$ cat src/rtl/inst_decode_buf_pkg.sv
// Shared constants and types for the fetch/decode skid buffer and the
// immediate generator: immediate-select codes, RV32I opcodes, bubble encoding.
package inst_decode_buf_pkg;

    localparam int unsigned SEL_W  = 3;
    localparam int unsigned OPC_W  = 7;
    localparam int unsigned F3_W   = 3;
    localparam int unsigned INST_W = 32;

    // Immediate-select codes consumed by the immediate generator
    localparam logic [SEL_W-1:0] IMM_X = 3'd0;
    localparam logic [SEL_W-1:0] IMM_I = 3'd1;
    localparam logic [SEL_W-1:0] IMM_S = 3'd2;
    localparam logic [SEL_W-1:0] IMM_U = 3'd3;
    localparam logic [SEL_W-1:0] IMM_J = 3'd4;
    localparam logic [SEL_W-1:0] IMM_B = 3'd5;
    localparam logic [SEL_W-1:0] IMM_Z = 3'd6;

    // RV32I + Zicsr major opcodes (inst[6:0])
    localparam logic [OPC_W-1:0] OPC_LUI    = 7'b0110111;
    localparam logic [OPC_W-1:0] OPC_AUIPC  = 7'b0010111;
    localparam logic [OPC_W-1:0] OPC_JAL    = 7'b1101111;
    localparam logic [OPC_W-1:0] OPC_JALR   = 7'b1100111;
    localparam logic [OPC_W-1:0] OPC_BRANCH = 7'b1100011;
    localparam logic [OPC_W-1:0] OPC_LOAD   = 7'b0000011;
    localparam logic [OPC_W-1:0] OPC_STORE  = 7'b0100011;
    localparam logic [OPC_W-1:0] OPC_OPIMM  = 7'b0010011;
    localparam logic [OPC_W-1:0] OPC_OP     = 7'b0110011;
    localparam logic [OPC_W-1:0] OPC_FENCE  = 7'b0001111;
    localparam logic [OPC_W-1:0] OPC_SYSTEM = 7'b1110011;

    // addi x0,x0,0
    localparam logic [INST_W-1:0] NOP_INST = 32'h0000_0013;

    // Pre-decode result stored alongside each buffered instruction
    typedef struct packed {
        logic [SEL_W-1:0] sel;
        logic             illegal;
    } dec_t;

endpackage

$ cat src/rtl/imm_sel_decode.sv
// Combinational opcode/funct3 -> {immediate select, illegal} mapper.
// Ports:
//   opcode     inst[6:0]
//   funct3     inst[14:12]
//   dec_c      {sel, illegal}, combinational
module imm_sel_decode
    import inst_decode_buf_pkg::*;
(
    input  logic [OPC_W-1:0] opcode,
    input  logic [F3_W-1:0]  funct3,
    output dec_t             dec_c
);

    // Every legal opcode ends in 2'b11, so compressed/invalid low bits fall
    // through to the default arm and are flagged illegal there.
    always_comb begin
        dec_c.sel     = IMM_X;
        dec_c.illegal = 1'b0;
        unique case (opcode)
            OPC_LUI, OPC_AUIPC:             dec_c.sel = IMM_U;
            OPC_JAL:                        dec_c.sel = IMM_J;
            OPC_JALR, OPC_LOAD, OPC_OPIMM:  dec_c.sel = IMM_I;
            OPC_STORE:                      dec_c.sel = IMM_S;
            OPC_BRANCH:                     dec_c.sel = IMM_B;
            OPC_OP, OPC_FENCE:              dec_c.sel = IMM_X;
            // CSR immediate forms (funct3[2]=1) carry a zimm in rs1
            OPC_SYSTEM:                     dec_c.sel = funct3[2] ? IMM_Z : IMM_X;
            default: begin
                dec_c.sel     = IMM_X;
                dec_c.illegal = 1'b1;
            end
        endcase
    end

endmodule

$ cat src/rtl/inst_decode_buf.sv
// Two-entry skid buffer between fetch and decode/immediate generation.
// Registers inst/pc plus the pre-decoded immediate select and illegal flag;
// io_in_ready is registered so decode's ready never reaches fetch combinationally.
// Optional feature macro: DECODE_BUBBLE_NOP_EN (drive a clean NOP bubble on
// io_out_* while no valid entry is presented).
// Ports:
//   clock, reset            clock, synchronous active-high reset
//   io_in_valid/ready       fetch handshake
//   io_in_inst, io_in_pc    fetched instruction and its PC
//   io_flush                redirect: drop everything buffered and the input
//   io_out_valid/ready      decode handshake
//   io_out_inst, io_out_pc  presented instruction and PC
//   io_out_sel              immediate select (IMM_* codes)
//   io_out_illegal          opcode outside RV32I+Zicsr
module inst_decode_buf
    import inst_decode_buf_pkg::*;
#(
    parameter int unsigned    XLEN     = 32,
    parameter logic [XLEN-1:0] NOP_INST = XLEN'(inst_decode_buf_pkg::NOP_INST)
) (
    input  logic              clock,
    input  logic              reset,
    input  logic              io_in_valid,
    output logic              io_in_ready,
    input  logic [XLEN-1:0]   io_in_inst,
    input  logic [XLEN-1:0]   io_in_pc,
    input  logic              io_flush,
    output logic              io_out_valid,
    input  logic              io_out_ready,
    output logic [XLEN-1:0]   io_out_inst,
    output logic [XLEN-1:0]   io_out_pc,
    output logic [SEL_W-1:0]  io_out_sel,
    output logic              io_out_illegal
);

    dec_t            in_dec_c;
    logic            in_xfer_c;
    logic            out_xfer_c;
    logic            main_free_c;

    logic            main_valid_q, main_valid_d;
    logic            skid_valid_q, skid_valid_d;
    logic            in_ready_q;
    logic            main_ld_skid_c, main_ld_in_c, skid_ld_in_c;

    logic [XLEN-1:0] main_inst_q, main_pc_q;
    dec_t            main_dec_q;
    logic [XLEN-1:0] skid_inst_q, skid_pc_q;
    dec_t            skid_dec_q;

    // Pre-decode on the input path so the result is stored with the entry
    imm_sel_decode u_imm_sel_decode (
        .opcode (io_in_inst[6:0]),
        .funct3 (io_in_inst[14:12]),
        .dec_c  (in_dec_c)
    );

    assign in_xfer_c   = io_in_valid & in_ready_q;
    assign out_xfer_c  = main_valid_q & io_out_ready;
    assign main_free_c = ~main_valid_q | out_xfer_c;

    // Next-state: main refills from skid first to keep FIFO order
    always_comb begin
        main_valid_d   = main_valid_q;
        skid_valid_d   = skid_valid_q;
        main_ld_skid_c = 1'b0;
        main_ld_in_c   = 1'b0;
        skid_ld_in_c   = 1'b0;
        if (io_flush) begin
            main_valid_d = 1'b0;
            skid_valid_d = 1'b0;
        end else if (main_free_c) begin
            if (skid_valid_q) begin
                main_ld_skid_c = 1'b1;
                main_valid_d   = 1'b1;
                skid_ld_in_c   = in_xfer_c;
                skid_valid_d   = in_xfer_c;
            end else if (in_xfer_c) begin
                main_ld_in_c = 1'b1;
                main_valid_d = 1'b1;
            end else begin
                main_valid_d = 1'b0;
            end
        end else if (in_xfer_c) begin
            skid_ld_in_c = 1'b1;
            skid_valid_d = 1'b1;
        end
    end

    // Control registers; ready is a flop of the next skid state
    always_ff @(posedge clock) begin
        if (reset) begin
            main_valid_q <= 1'b0;
            skid_valid_q <= 1'b0;
            in_ready_q   <= 1'b1;
        end else begin
            main_valid_q <= main_valid_d;
            skid_valid_q <= skid_valid_d;
            in_ready_q   <= ~skid_valid_d;
        end
    end

    // Payload registers
    always_ff @(posedge clock) begin
        if (reset) begin
            main_inst_q <= NOP_INST;
            main_pc_q   <= '0;
            main_dec_q  <= '0;
            skid_inst_q <= NOP_INST;
            skid_pc_q   <= '0;
            skid_dec_q  <= '0;
        end else begin
            if (main_ld_skid_c) begin
                main_inst_q <= skid_inst_q;
                main_pc_q   <= skid_pc_q;
                main_dec_q  <= skid_dec_q;
            end else if (main_ld_in_c) begin
                main_inst_q <= io_in_inst;
                main_pc_q   <= io_in_pc;
                main_dec_q  <= in_dec_c;
            end
            if (skid_ld_in_c) begin
                skid_inst_q <= io_in_inst;
                skid_pc_q   <= io_in_pc;
                skid_dec_q  <= in_dec_c;
            end
        end
    end

    assign io_in_ready  = in_ready_q;
    assign io_out_valid = main_valid_q;

`ifdef DECODE_BUBBLE_NOP_EN
    // Downstream sees a harmless NOP whenever nothing is presented
    assign io_out_inst    = main_valid_q ? main_inst_q    : NOP_INST;
    assign io_out_pc      = main_valid_q ? main_pc_q      : '0;
    assign io_out_sel     = main_valid_q ? main_dec_q.sel : IMM_I;
    assign io_out_illegal = main_valid_q & main_dec_q.illegal;
`else
    assign io_out_inst    = main_inst_q;
    assign io_out_pc      = main_pc_q;
    assign io_out_sel     = main_dec_q.sel;
    assign io_out_illegal = main_dec_q.illegal;
`endif

endmodule

$ cat config.mk
export PLATFORM = sky130hd
export DESIGN_NAME = inst_decode_buf
export DESIGN_NICKNAME = d
export VERILOG_FILES = /design/src/rtl/inst_decode_buf_pkg.sv /design/src/rtl/imm_sel_decode.sv /design/src/rtl/inst_decode_buf.sv
export SDC_FILE = /design/constraint.sdc
export NUM_CORES = 1
export LEC_CHECK = 0
export CELL_PAD_IN_SITES_DETAIL_PLACEMENT = 1
export CELL_PAD_IN_SITES_GLOBAL_PLACEMENT = 2
export CORE_ASPECT_RATIO = 0.75
export CORE_MARGIN = 8
export CORE_UTILIZATION = 28
export CTS_CLUSTER_DIAMETER = 200
export CTS_CLUSTER_SIZE = 24
export DETAILED_ROUTE_END_ITERATION = 10
export GPL_TIMING_DRIVEN = 0
export PLACE_DENSITY_LB_ADDON = 0.2
export SLEW_MARGIN = 20
export SYNTH_ARGS = -nofsm -noshare
export SYNTH_HDL_FRONTEND = slang
export SYNTH_SLANG_ARGS = --single-unit
$ cat constraint.sdc
create_clock -name clock -period 2.05 [get_ports clock]
set_input_delay 0.41 -clock clock [delete_from_list [all_inputs] [get_ports clock]]
set_output_delay 0.41 -clock clock [all_outputs]
set_load 0.05 [all_outputs]
; Word-level counts from Yosys, hierarchy flattened
; Index checks and enable logic that the tools add are counted.
[word_totals]
out_inout_bits = 70
ff_bits = 139
word_cells = 55
inputBits = 69
[classes]
n_bitwise = 5
eq_ne = 11
reduce_logical = 5
n_mux = 23
[ops]
columns = op, n
row1 = $mux 32, 4
row2 = $eq 7x7->1 const B, 4
row3 = $eq 7x6->1 const B, 3
row4 = $pmux 3 s6, 1
row5 = $mux 1, 15
row6 = $eq 7x5->1 const B, 2
row7 = $reduce_or 11->1, 1
row8 = $mux 4, 2
row9 = $eq 7x2->1 const B, 1
row10 = $eq 7x4->1 const B, 1
row11 = $reduce_or 2->1, 2
row12 = $mux 3, 1
row13 = $reduce_or 3->1, 1
row14 = $and 1x1->1, 2
row15 = $not 1->1, 2
row16 = $reduce_bool 2->1, 1
row17 = $or 1x1->1, 1

; Longest topological paths before layout
; Gate-level depths: netlist (run 1).
[depth]
depth_word = 7
mapped_depth = 7
ltp_nobuf = 4

; Cells and area by module
; From an unflattened synthesis (run 1), not the netlist that was laid out.
[hier_totals]
hier_cells = 717
hier_area_um2 = 6879.1
[modules_own_cells]
columns = mod, seq_area_each_um2, area_per_inst_um2, n_inst, cells_each
row1 = inst_decode_buf, 2782.7, 6737.7, 1, 695
row2 = imm_sel_decode, 0.0, 141.4, 1, 22

; Least setup slack after synthesis (run 1)
; No wires, ideal clock.
[synth_timing]
path_type = reg2reg
start = register in_ready_q, in the netlist io_in_ready
end = register main_dec_q (netlist bit io_out_sel[0])
period_less_slack_ns = 1.842
path_stages_with_launch = 7
required_time_ns = 1.933
path_buffers = 2
slack_ns = 0.208
t_arrival_ns = 1.725
setup_time_ns = 0.117
cell_sequence = dfxtp_1 a21oi_1 or3_1 buf_6 buf_6 a32oi_1 nand2_1
[synth_between]
elab_chain_len = 6
[synth_rtl]
columns = element, line
row1 = from (decl), inst_decode_buf.sv:43  ; logic in_ready_q;
row2 = from (signal assigned), inst_decode_buf.sv:99  ; in_ready_q <= ~skid_valid_d;
row3 = $and 1x1->1, inst_decode_buf.sv:58  ; assign in_xfer_c = io_in_valid & in_ready_q;
row4 = $mux 1, inst_decode_buf.sv:78  ; end else if (in_xfer_c) begin
row5 = $mux 1, inst_decode_buf.sv:73  ; if (skid_valid_q) begin
row6 = $mux 1, inst_decode_buf.sv:72  ; end else if (main_free_c) begin
row7 = $mux 1, inst_decode_buf.sv:69  ; if (io_flush) begin
row8 = $reduce_bool 2->1 (no line), n/a
row9 = to (signal assigned), inst_decode_buf.sv:116  ; main_dec_q <= skid_dec_q;
row10 = to (signal assigned), inst_decode_buf.sv:120  ; main_dec_q <= in_dec_c;
row11 = to (decl), inst_decode_buf.sv:47  ; dec_t main_dec_q;
; Every way passes these cells.
; A chain may end at the register's enable or synchronous reset.

; Worst setup path in the final report (run 1)
[layout_timing]
start = register main_inst_q[28], in the netlist io_out_inst[28]
end = output io_out_inst[28]
[layout_rtl]
columns = element, line
row1 = from (decl), inst_decode_buf.sv:46  ; logic [XLEN-1:0] main_inst_q, main_pc_q;
row2 = from (signal assigned), inst_decode_buf.sv:114  ; main_inst_q <= skid_inst_q;
row3 = from (signal assigned), inst_decode_buf.sv:118  ; main_inst_q <= io_in_inst;
row4 = to (decl), inst_decode_buf.sv:30  ; output logic [XLEN-1:0] io_out_inst,
; No word-level cell between the ends.

==> results of run 1 <==
## cell type report
type                       instances  share of cell area (%)
sequential                       139                    36.0
multi-input combinational        447                    30.4
buffer                            61                    3.98
tap                              253                    4.10
inverter                           4                   0.194
timing repair buffer             138                    17.9
clock inverter                    10                    1.18
clock buffer                      22                    6.27
## report_power, final
group / switching [W] / total (W) / internal (W) / leakage (nW)
sequential: 0.0000434 / 0.00282 / 0.00278 / 1.13
combinational: 0.000522 / 0.000841 / 0.000319 / 1.25
clock: 0.00121 / 0.00300 / 0.00179 / 0.282
total: 0.00178 / 0.00667 / 0.00489 / 2.66
## logic make-up (layout without fill, tap and decap cells)
group,after synthesis,after routing,synth area share [%]
compound gates,219,219,25.8
buf+inv,65,235,5.90
flops,139,139,51.1
simple gates,228,228,17.2
## sequential cells by signal, indices dropped and copies added (netlist names), 3 cells and up
register and cells:
io_out_inst 32, io_out_pc 32, skid_inst_q 32, skid_pc_q 32, skid_dec_q 4, io_out_sel 3
## layout by cell type (no fill, tap or decap), drive strengths merged, types with 3 or more instances in the layout
cell,instances
clkbuf,48
a21oi,131
o22ai,4
buf,37
clkinv,7
dlymetal6s2s,4
o21ai,8
clkdlybuf4s50,128
o221ai,61
dfxtp,139
nor2,6
nand2,196
nand3,9
dlygate4sd2,4
nor2b,6
inv,4
nor3,3
o41ai,3
## stage by stage
stage | util, % | area, sq um
2_1_floorplan | - | 5450
3_3_place_gp | 37.1 | 7130
3_5_place_dp | 37.1 | 7130
4_1_cts | 40.1 | 7700
5_1_grt | 40.2 | 7720
6_report | 40.2 | 7720
## per-layer routing
| layer | track usage [%] | wire (um) |
|---|---|---|
| met5 | 0 | 0 |
| met1 | 21.7 | 9660 |
| met4 | 4.33 | 210 |
| met2 | 26.7 | 9020 |
| met3 | 4.44 | 905 |
## how the worst max path moves through the flow
stage / end / depth (start not counted)
2_1_floorplan: io_out_sel[0]$_SDFFE_PP0P_ / 6
3_3_place_gp: io_out_inst[30]$_SDFFE_PP0P_ / 5
3_5_place_dp: io_out_pc[7]$_SDFFE_PP0P_ / 6
4_1_cts: io_out_sel[2] / 1
5_1_grt: io_out_inst[20] / 1
6_report: io_out_inst[28] / 1
## timing repair
action	CTS	global route
pin swaps	0	1
endpoints found under the setup margin	4	20
resized for setup	4	6
setup buffers	0	2
==> results.md, run 1 <==
* R2r setup slk at 0.34 ns
* Startpoint type of the worst setup path: register
* Register-to-Register Path Depth at 6
* Setup repair after global routing missed its margin: no
* Outcome: completed
* Max incr delay on CP at 0.82 ns
* Element type at the critical path end: output pin
* Post-synth net total at 720
* Later-pin clock latency in the skew report at 0.42 ns
* Worst-margin pin slew at 0.703 ns
* Num rows at 44
* Number of flops mapped to enable cells by yosys at 0
* Post-synthesis sequential element count at 139
* Final period util at 97.8%
* Initial antenna violation count at 0
* N_diodes at 0
* Most instantiated cells after synthesis: sky130_fd_sc_hd__nand2_1 (196), sky130_fd_sc_hd__dfxtp_1 (139), sky130_fd_sc_hd__a21oi_1 (131)
* Proportion of synthesized chip area in sequential cells at 51.1%
* Netlist cell types at 37
* Combined buffer and inverter count along the critical path at 1
* Syn Inst Count at 651
* Post-Syn Area per Cell at 8.37 sq um
* Start point of the critical path: io_out_inst[28]$_SDFFE_PP0P_
* Fraction of final layout cells sized beyond drive strength 1 at 9.38%
* Final setup skew at 0.00813 ns
* Maximum number of pins on one net before global-route repair at 17
* Via count of the first global-routing pass at 5798
* Worst min path class: in -> reg
* WL per Instance at 18.4 um
* Sink of the worst hold path: skid_inst_q[4]$_SDFFE_PP1P_
* Hold Crit Start: io_in_inst[4]
* Post-layout worst setup margin at 0.0450 ns
* Layout Cells excl Fill at 1074
* Most numerous cell in the Yosys netlist: sky130_fd_sc_hd__nand2_1
* Power Density at 863 nW/um^2
* Remaining number of nets flagged by the antenna check after routing at 0
* DR vias at 5356
* Minimum period implied by the final worst setup slack at 2.00 ns
* Total GRT Usage at 16.6%
* Maximum vdd drop at 0.434 mV
* Slowest cell on the critical path: sky130_fd_sc_hd__clkdlybuf4s50_1
* Layout overhead on the synthesized area at 41.7%
* Final-layout fill cell count at 2245
* Normalized max-slew margin at 53.1%
* Cells taking the most area after synthesis: sky130_fd_sc_hd__dfxtp_1 (51%), sky130_fd_sc_hd__nand2_1 (13%), sky130_fd_sc_hd__a21oi_1 (12%)
* Clock Tree Root: sky130_fd_sc_hd__clkbuf_16
* Initial standard-cell utilization of the core at 28.4%
* Footprint of the multi-input gates at 2350 sq um
* Count of max-cap constraint violations at 0
* H-tree depth at 4
* Required time of the critical path at 1.64 ns
* Worst hold slack at 0.447 ns
* Total iterations of the first detailed-routing run at 4
* Hold Path Cell Cnt at 3
* Largest area contributor in the synthesized netlist: sky130_fd_sc_hd__dfxtp_1
* Number of placed instances, taps included at 1040
* Sequential standard cell area at 2780 sq um
* Worst reg2reg startpoint: skid_valid_q$_SDFF_PP0_
* Top_reg_cell synth: sky130_fd_sc_hd__dfxtp_1
* Cells along the critical path: clkdlybuf4s50_1
* Maximum buffer depth of the clock tree at 2
* Power Total at 0.00667 W
* Total number of nets in the final design at 877
* Hold violation total from the final report at 0
* Number of buffers added by the clock tree synthesis step at 17
* Initial DRC count at 250
* RD Place Congestion at 0.726
* Wire length of the first global-routing pass at 31700 um
* Largest driver fanout on the critical path at 2
* Max Freq at 499 MHz
* Total number of yosys warnings at 0
* Max-slew violations at 0
* Worst Setup Path Type: reg -> out
* Horizontal die dimension at 177 um
* Die ar. at 24200 sq um
* Post-detailed-route DRC marker count at 0
* Proportion of netlist area held by the largest area contributor at 51.1%
* Vertical die dimension at 137 um
* TritonCTS Sinks at 139
* Avg Vias per Cell at 4.99
* Worst setup slack after placement at -0.394 ns
* Post-detailed-placement half-perimeter wirelength at 14500 um
* Count of buffers from port buffering at 136
* Count of endpoints failing setup in the final report at 0
* # IOs at 139
* Total of hold buffers inserted after clock tree synthesis at 0
* Share of flip-flops with an asynchronous set or reset after synthesis at 0%
* Total congestion overflow after global routing at 0
* Leakage power of the design at 2.66 nW
* Largest delay contributor family on the critical path: buffers and inverters
* Post-Route WL at 19800 um
* Post-synth design cell area at 5450 sq um
* CORE AREA at 19200 sq um
* Arrival time of the worst setup path at 1.59 ns
* Clock transition at the registers of the reported paths at 0.06 ns
* Critical R2R Capture: io_out_pc[6]$_SDFFE_PP0P_
* TritonCTS clock tree: done
* Post-Route Setup TNS at 0 ns
Power figures use the tool's default switching activity.
==> run 2: changes to the inputs <==
--- a/config.mk
+++ b/config.mk
@@ -7,7 +7,7 @@
 export LEC_CHECK = 0
 export CELL_PAD_IN_SITES_DETAIL_PLACEMENT = 1
 export CELL_PAD_IN_SITES_GLOBAL_PLACEMENT = 2
-export CORE_ASPECT_RATIO = 0.75
+export CORE_ASPECT_RATIO = 0.9
 export CORE_MARGIN = 8
 export CORE_UTILIZATION = 28
 export CTS_CLUSTER_DIAMETER = 200
==> results.md, run 2 (synthesis results as in run 1) <==
* Slowest cell on the critical path: sky130_fd_sc_hd__clkdlybuf4s50_1
* Worst min path class: in -> reg
* Later-pin clock latency in the skew report at 0.42 ns (about the same)
* Maximum buffer depth of the clock tree at 2 (unchanged)
* Met2 GRT Util at 27.3% (+0.63 points)
* Post-detailed-placement half-perimeter wirelength at 14400 um (-0.57%)
* Total iterations of the first detailed-routing run at 5 (+1)
* Met3 GRT Util at 4.59% (+0.15 points)
* Outcome: completed
* Power Density at 913 nW/um^2 (+5.8%)
* Largest driver fanout on the critical path at 2 (unchanged)
* Total number of nets in the final design at 875 (-0.23%)
* Max Freq at 497 MHz (-0.43%)
* Final Cell Area at 7820 sq um (+1.3%)
* Wire length of the first global-routing pass at 31500 um (-0.78%)
* Die ar. at 24200 sq um (-0.16%)
* CORE AREA at 19200 sq um (-0.29%)
* TritonCTS clock tree: done
* Post-Route WL at 19800 um (about the same)
* Worst-margin pin slew at 0.652 ns (-0.0513 ns)
* Cells along the critical path: clkdlybuf4s50_1
* Sw Ratio at 25.4% (-1.2 points)
* Combined buffer and inverter count along the critical path at 1 (unchanged)
* Final setup skew at 0.00581 ns (-0.00232 ns)
* WL per Instance at 18.5 um (+0.43%)
* Vertical die dimension at 148 um (+8.4%)
* Startpoint type of the worst setup path: register
* Initial antenna violation count at 1 (+1)
* Final period util at 98.2% (+0.42 points)
* Initial standard-cell utilization of the core at 28.4% (+0.082 points)
* Setup repair after global routing missed its margin: no
* Leading cell types in the layout, fill and taps excluded: sky130_fd_sc_hd__nand2_1 (196), sky130_fd_sc_hd__dfxtp_1 (139), sky130_fd_sc_hd__a21oi_1 (131)
* Max incr delay on CP at 0.83 ns (about the same)
* Number of buffers added by the clock tree synthesis step at 17 (unchanged)
* Clock Tree Root: sky130_fd_sc_hd__clkbuf_16
* Via count of the first global-routing pass at 5822 (+0.41%)
* Switching power summed over all nets at 0.00181 W (+2.2%)
* Avg Vias per Cell at 5.05 (+1.2%)
* H-tree depth at 4 (unchanged)
* Area after DPL at 7120 sq um (about the same)
* Element type at the critical path end: output pin
* Count of max-cap constraint violations at 0 (unchanged)
* Worst hold slack at 0.428 ns (-0.0190 ns)
* Post-layout worst setup margin at 0.0365 ns (-0.00858 ns)
* Count of buffers from port buffering at 136 (unchanged)
* Initial DRC count at 212 (-15%)
* Fraction of final layout cells sized beyond drive strength 1 at 9.28% (-0.099 points)
* Worst setup slack after placement at -0.300 ns (+0.0940 ns)
* Grt met1 use at 19.9% (-1.8 points)
* Gr busiest metal: met2
* Clock network power share at 48.8% (+3.7 points)
* Footprint of the multi-input gates at 2350 sq um (unchanged)
* N_diodes at 0 (unchanged)
* Number of post-CTS setup repair buffers at 0 (unchanged)
* Leakage power of the design at 2.85 nW (+7.3%)
* Power Total at 0.00715 W (+7.1%)
* Fraction of the core area covered by cells at the end of the flow at 40.8% (+0.63 points)
* Post-detailed-route DRC marker count at 0 (unchanged)
* Required time of the critical path at 1.64 ns (about the same)
* Num rows at 48 (+9.1%)
* # IOs at 139 (unchanged)
* Final-layout fill cell count at 2214 (-1.4%)
* Sequential standard cell area at 2780 sq um (unchanged)
* Leading cell type in the layout, fill and taps excluded: sky130_fd_sc_hd__nand2_1
* Normalized max-slew margin at 56.5% (+3.4 points)
* Layout overhead on the synthesized area at 43.5%
* Maximum vdd drop at 0.536 mV (+24%)
* Minimum period implied by the final worst setup slack at 2.01 ns (+0.00858 ns)
* Maximum number of pins on one net before global-route repair at 17 (unchanged)
* Hold violation total from the final report at 0 (unchanged)
* Total congestion overflow after global routing at 0 (unchanged)
* Total GRT Usage at 16.4% (-0.15 points)
* Worst Setup Path Type: reg -> out
* Count of endpoints failing setup in the final report at 0 (unchanged)
* RD Place Congestion at 0.744 (+2.5%)
* Max-slew violations at 0 (unchanged)
* Arrival time of the worst setup path at 1.60 ns (about the same)
* Int Power at 0.00533 W (+9.0%)
* Combinational cell fraction of total power at 11.7% (-0.9 points)
* Remaining number of nets flagged by the antenna check after routing at 0 (unchanged)
* Largest delay contributor family on the critical path: buffers and inverters
* TritonCTS Sinks at 139 (unchanged)
* DR vias at 5394 (+0.71%)
* Horizontal die dimension at 163 um (-7.9%)
* Clock transition at the registers of the reported paths at 0.06 ns (about the same)
* Power share of the sequential group at 39.5% (-2.8 points)
[run 2: cell count changes in the layout (fill, tap and decap cells not counted)]
cell	previous run	this run
sky130_fd_sc_hd__buf_4	11	9
sky130_fd_sc_hd__bufinv_16	1	5
sky130_fd_sc_hd__clkbuf_1	26	25
sky130_fd_sc_hd__clkbuf_8	4	2
sky130_fd_sc_hd__clkdlybuf4s50_1	128	119
sky130_fd_sc_hd__clkinv_2	4	1
sky130_fd_sc_hd__dlygate4sd2_1	4	3
sky130_fd_sc_hd__dlymetal6s2s_1	4	14
sky130_fd_sc_hd__inv_6	0	2
[run 2: timing repair]
| action | in CTS | in global routing |
|---|---|---|
| hold endpoints to repair | 0 | 0 |
| setup endpoints to repair | 3 | 15 |
| hold buffers | 0 | 0 |
| gates resized for setup | 3 | 16 |
| cloned | 0 | 0 |
[run 2: layout make-up]
class	instances	area share (%)
sequential	139	35.6
multi-input combinational	447	30.0
timing repair buffer	136	17.8
clock buffer	19	5.79
tap	250	4.00
buffer	61	3.93
clock inverter	13	2.73
inverter	4	0.192
[run 2: per-layer routing]
metal  share of wire [%]  up-vias  routed length [um]
met3                 5.4       25                1060
met4                 1.7        2                 341
met1                  45     2638                8950
met5               0.066        -                  13
met2                  48      120                9430
li1                    -     2609                   -
[run 2: power groups by stage]
stage | sequential (W) | clock [W] | combinational (W)
floorplan | 0.00310 | 0 | 0.000229
global placement | 0.00288 | 0 | 0.000833
detailed placement | 0.00288 | 0 | 0.000846
CTS | 0.00282 | 0.00357 | 0.000849
global route | 0.00283 | 0.00369 | 0.000893
finish | 0.00282 | 0.00349 | 0.000836
[run 2: per-stage QoR]
stage               std cells  setup TNS (ns)
floorplan                 651               0
global placement         1037          -17.34
detailed placement       1037          -20.75
CTS                      1069               0
global route             1069               0
finish                   1069               0
[run 2: path summary, 6_finish.rpt]
kind                              start  depth (start not counted)  slack [ns]                          end
max          io_out_pc[31]$_SDFFE_PP0P_                          1        0.04                io_out_pc[31]
min                       io_in_inst[4]                          3        0.43  skid_inst_q[4]$_SDFFE_PP1P_
max reg2reg      io_in_ready$_SDFF_PP1_                          5        0.30    io_out_pc[2]$_SDFFE_PP0P_
min reg2reg  io_out_pc[25]$_SDFFE_PP0P_                          2        0.45   io_out_pc[25]$_SDFFE_PP0P_
